<file path="src/rtl/hash_msg_feeder.sv">
// Byte source for the full_hash core: buffers a host-written message, streams it
// over the Byte/F_dr/F_rtr handshake and collects the digest or flags a timeout.
module hash_msg_feeder #(
    parameter  int MAX_LEN     = 64,
    parameter  int TIMEOUT_CYC = 1024,
    localparam int LEN_W       = $clog2(MAX_LEN + 1)
) (
    input  logic             clk,
    input  logic             rst,
    input  logic             ld_valid,
    input  logic [7:0]       ld_byte,
    input  logic             ld_clear,
    input  logic             send,
    output logic             busy,
    output logic [LEN_W-1:0] msg_len,
    output logic             buf_full,
    output logic             start,
    output logic [7:0]       Byte,
    output logic             F_dr,
    output logic             End_Of_File,
    input  logic             F_rtr,
    input  logic [31:0]      R_h,
    input  logic             H_ready,
    output logic [31:0]      digest,
    output logic             done,
    output logic             timeout
);

    localparam int ADDR_W = (MAX_LEN > 1) ? $clog2(MAX_LEN) : 1;
    localparam int CNT_W  = (TIMEOUT_CYC > 1) ? $clog2(TIMEOUT_CYC) : 1;
    localparam bit TO_EN  = (TIMEOUT_CYC != 0);
    localparam logic [CNT_W-1:0] CNT_LAST = CNT_W'(TIMEOUT_CYC - 1);

    typedef enum logic [1:0] {IDLE, START, SEND, EOF_WAIT} state_t;

    state_t           state_q;
    logic [7:0]       mem [1 << ADDR_W];
    logic [LEN_W-1:0] msg_len_q;
    logic [LEN_W-1:0] len_q;
    logic [LEN_W-1:0] rd_ptr_q;
    logic [LEN_W-1:0] rd_ptr_d;
    logic [CNT_W-1:0] cnt_q;
    logic             busy_q, start_q, fdr_q, eof_q, done_q, timeout_q;
    logic [7:0]       byte_q;
    logic [31:0]      digest_q;
    logic             full_w;
    logic             wr_en;
    logic             last_xfer;

    assign full_w    = (msg_len_q == LEN_W'(MAX_LEN));
    assign wr_en     = (state_q == IDLE) && !send && !ld_clear && ld_valid && !full_w;
    assign rd_ptr_d  = rd_ptr_q + LEN_W'(1);
    assign last_xfer = (rd_ptr_d == len_q);

    // Buffer contents survive reset and completion so a message can be re-sent.
    always_ff @(posedge clk) begin
        if (wr_en) begin
            mem[msg_len_q[ADDR_W-1:0]] <= ld_byte;
        end
    end

    always_ff @(posedge clk or posedge rst) begin
        if (rst) begin
            state_q   <= IDLE;
            msg_len_q <= '0;
            len_q     <= '0;
            rd_ptr_q  <= '0;
            cnt_q     <= '0;
            busy_q    <= 1'b0;
            start_q   <= 1'b0;
            fdr_q     <= 1'b0;
            eof_q     <= 1'b0;
            done_q    <= 1'b0;
            timeout_q <= 1'b0;
            byte_q    <= '0;
            digest_q  <= '0;
        end else begin
            done_q    <= 1'b0;
            timeout_q <= 1'b0;
            case (state_q)
                IDLE: begin
                    if (send) begin
                        len_q   <= msg_len_q;
                        busy_q  <= 1'b1;
                        start_q <= 1'b1;
                        state_q <= START;
                    end else if (ld_clear) begin
                        msg_len_q <= '0;
                    end else if (wr_en) begin
                        msg_len_q <= msg_len_q + LEN_W'(1);
                    end
                end
                START: begin
                    start_q  <= 1'b0;
                    rd_ptr_q <= '0;
                    cnt_q    <= '0;
                    if (len_q != '0) begin
                        fdr_q   <= 1'b1;
                        byte_q  <= mem[0];
                        state_q <= SEND;
                    end else begin
                        eof_q   <= 1'b1;
                        state_q <= EOF_WAIT;
                    end
                end
                SEND: begin
                    if (F_rtr) begin
                        if (last_xfer) begin
                            fdr_q   <= 1'b0;
                            eof_q   <= 1'b1;
                            cnt_q   <= '0;
                            state_q <= EOF_WAIT;
                        end else begin
                            rd_ptr_q <= rd_ptr_d;
                            byte_q   <= mem[rd_ptr_d[ADDR_W-1:0]];
                        end
                    end
                end
                EOF_WAIT: begin
                    // H_ready takes priority over a timeout expiring on the same edge.
                    if (H_ready) begin
                        digest_q <= R_h;
                        done_q   <= 1'b1;
                        eof_q    <= 1'b0;
                        busy_q   <= 1'b0;
                        state_q  <= IDLE;
                    end else if (TO_EN && (cnt_q == CNT_LAST)) begin
                        timeout_q <= 1'b1;
                        eof_q     <= 1'b0;
                        busy_q    <= 1'b0;
                        state_q   <= IDLE;
                    end else begin
                        cnt_q <= cnt_q + CNT_W'(1);
                    end
                end
                default: state_q <= IDLE;
            endcase
        end
    end

    assign busy        = busy_q;
    assign msg_len     = msg_len_q;
    assign buf_full    = full_w;
    assign start       = start_q;
    assign Byte        = byte_q;
    assign F_dr        = fdr_q;
    assign End_Of_File = eof_q;
    assign digest      = digest_q;
    assign done        = done_q;
    assign timeout     = timeout_q;

endmodule

</file>
<file path="config.mk">
export PLATFORM = sky130hd
export DESIGN_NAME = hash_msg_feeder
export DESIGN_NICKNAME = d
export VERILOG_FILES = /design/src/rtl/hash_msg_feeder.sv
export SDC_FILE = /design/constraint.sdc
export NUM_CORES = 1
export LEC_CHECK = 0
export BUFFER_PORTS_ARGS = -buffer_cell sky130_fd_sc_hd__buf_4
export CORE_MARGIN = 2
export CORE_UTILIZATION = 61
export DETAILED_ROUTE_END_ITERATION = 10
export GPL_TIMING_DRIVEN = 0
export PLACE_DENSITY = 0.83
export REMOVE_ABC_BUFFERS = 1
export SKIP_CTS_REPAIR_TIMING = 1
export SKIP_LAST_GASP = 1
export SLEW_MARGIN = 20
export SYNTH_ARGS = -nofsm -noshare
export SYNTH_HDL_FRONTEND = slang
export SYNTH_SLANG_ARGS = --single-unit
export TNS_END_PERCENT = 5
</file>
<file path="constraint.sdc">
create_clock -name clk -period 3.1 [get_ports clk]
set_input_delay 0.465 -clock clk [delete_from_list [all_inputs] [get_ports clk]]
set_output_delay 0.465 -clock clk [all_outputs]
set_load 0.01 [all_outputs]
</file>
==> results.txt <==
Die width = 201 um
Via Count = 13700
Largest stage delay on the critical path = 0.71 ns
Critical path buffer and inverter count = 1
Setup CP Type = reg -> reg
Power per Cell Area = 828 nW/um^2
P_sw = 6.89 mW
Setup TNS = -121.84 ns
Die ar. = 40500 um^2
Worst skew pair latency = 0.62 ns
WL/cell = 29.1 um
Vias in the first global route = 13300
Net Sw Frac = 29.9%
Gate power share = 31.1%
DRC violations left = 0
CTS tree = yes
Clock Sinks = 591
Most frequent CP cell = and3b_1
Crit path required time = 3.34 ns
Initial antenna violation count = 1
Die Y = 201 um
Post-detail-place hpwl = 32.4 mm
Power Internal = 16.2 mW
Input/output buffers = 100
Pwr Total = 23.0 mW
Top-count cell post-synth = edfxtp_1
Share of the synthesized area in the top cell type = 64.8%
Run status = complete, but fails checks
Slowest library cell on the worst path = nor2_2
Reg power frac = 40.4%
Final WS setup = -0.475 ns
Worst slew margin = 38.5%
Ys Warns = 0
Via density = 6.76
Final period utilization = 115%
Tightest Pin Transition = 0.921 ns
Number of H-tree levels = 2
Area contributors post-synth = edfxtp_1, mux4_2, dfrtp_1
Crit start category = flop
Leading register cell type out of synthesis = edfxtp_1
RSZ-0062 raised after global routing = true
Most frequent cells after synthesis = edfxtp_1, mux4_2, nand2_1
Final Cell Area = 27800 um^2
Drt total wl = 59.1 mm
Ratio of cells with drive above 1 in the final layout = 32.8%
CP top delay family = simple AND/OR/NAND/NOR gates
Reg clk slew, reported paths = 0.06 ns
All-layer global routing usage = 27.5%
Gpl congestion = 0.837
EDFF count, synth = 512
Final core occ = 72.2%
Worst EP arrival = 3.81 ns
Avg Inst Size Synth = 17.8 um^2
Overflow after GRT = 0
Fmax = 280 MHz
Clock Skews = 0.0239 ns
Max-slew violations = 0
Worst Setup End Kind = flop
Tightest Hold Check Type = in -> reg
Top Ports = 101
Leak pwr = 9.18 nW
First-pass GRT wire length = 82.8 mm
ANT nets after route = 0
Max-cap violations = 0
Pin count of the biggest net entering global routing = 65
Hold_ws = 0.0452 ns
Clk pwr share = 28.6%
CTS root buf = clkbuf_16
Post-synth top area cell = edfxtp_1
Syn Std Cell Area = 23700 um^2
Iteration-0 DRC Markers = 2020
Yosys cell types = 56
Placed Area = 25300 um^2
CP Max Fanout = 8
Post-layout min period = 3.58 ns
Final Hold Viols = 0
Seq/Total Area, Yosys = 73.2%
Core Area = 38600 um^2
First-pass detailed-route iteration total = 5
Deepest clock path buffer count = 3
Post-synthesis instance total = 1329
Failing checks = setup timing
Final setup vio count = 525
Flip-flop and latch count after synthesis = 591
Area grow syn2layout = 17.4%
IR drop worst, VDD = 0.000573 V
CTS Buf Count = 55
Async set-reset flop share out of synthesis = 13.4%
Placement Rows = 72
Initial core utilization = 61.5%
Nets = 1524
Cells along the critical path = inv_1 > ha_1 > nor2b_1 > and3b_1 > and3b_1 > nand2_1 > nor2_2
[cells in the final DEF (no fill, tap or decap), types with 11 or more instances in the layout]
cell and instances:
a21oi_1 12, a31oi_1 17, a32oi_1 13, buf_16 11, buf_4 129, clkbuf_1 14
clkbuf_16 57, clkinv_1 11, dfrtp_1 77, edfxtp_1 512, inv_1 12, mux2_2 39
mux2i_1 18, mux4_2 128, nand2_1 121, nand3_1 51, nor2_1 33, nor2_2 34
nor2_4 31, o21ai_0 24, xnor2_1 11
[flip-flops by register name, summed over array words and instances, names as in the netlist, 2 cells and up]
signal	flops
len_q	7
cnt_q	10
msg_len	7
Byte	8
mem	512
rd_ptr_q	7
state_q	2
digest	32
[stage by stage]
| step | instances | worst slack (ns) |
|---|---|---|
| after global placement | 1877 | -11.79 |
| after global routing | 2029 | -0.520 |
| after floorplan | 1259 | -6.76 |
| after detailed placement | 1890 | -0.961 |
| final | 2030 | -0.475 |
| after CTS | 1990 | -1.06 |
[kinds of logic after synthesis]
logic type	Yosys count	share of synthesized area [%]
mux	186	14.8
simple gates	330	6.23
flops	591	73.2
buf+inv	85	1.49
xor+xnor	21	0.807
compound gates	107	3.04
fa+ha+maj	9	0.475
[layer usage]
layer  vias to the layer above  share of wire (%)  track usage (%)
met4                         0                4.9             9.90
met1                      6841                 35             38.1
met5                         -                  0                0
met2                      1125                 48             44.1
li1                       5547                  -                -
met3                       212                 12             5.60
[path summary, 6_finish.rpt]
check	startpoint	depth (start not counted)	slack, ns	end
max	state_q[0]	7	-0.48	mem[32][1]
min	H_ready	2	0.05	timeout
max reg2reg	state_q[0]	7	-0.48	mem[32][1]
min reg2reg	Byte[4]	1	0.49	Byte[4]
max in group asynchronous	rst	4	2.11	rd_ptr_q[2]
min in group asynchronous	rst	3	0.39	Byte[3]
[final cells by class]
| class | count | area [um^2] |
|---|---|---|
| clock buffers | 79 | 1550 |
| well taps | 518 | 648 |
| diodes | 1 | 2.50 |
| multi-input cells | 654 | 6570 |
| repair buffers | 151 | 1470 |
| inverters | 15 | 58.8 |
| flip-flops and latches | 591 | 17400 |
| clock inverters | 21 | 184 |
| fillers | 2162 | 10700 |
[power groups by stage]
| stage | clock network (mW) | logic (mW) | registers, mW |
|---|---|---|---|
| after floorplan | 0 | 3.66 | 9.79 |
| after global placement | 0 | 4.18 | 9.63 |
| after detailed placement | 0 | 6.24 | 9.51 |
| after CTS | 6.59 | 6.34 | 9.35 |
| after global routing | 6.92 | 7.49 | 9.34 |
| final | 6.58 | 7.15 | 9.31 |
No activity file was read; power rests on OpenSTA's default activity.
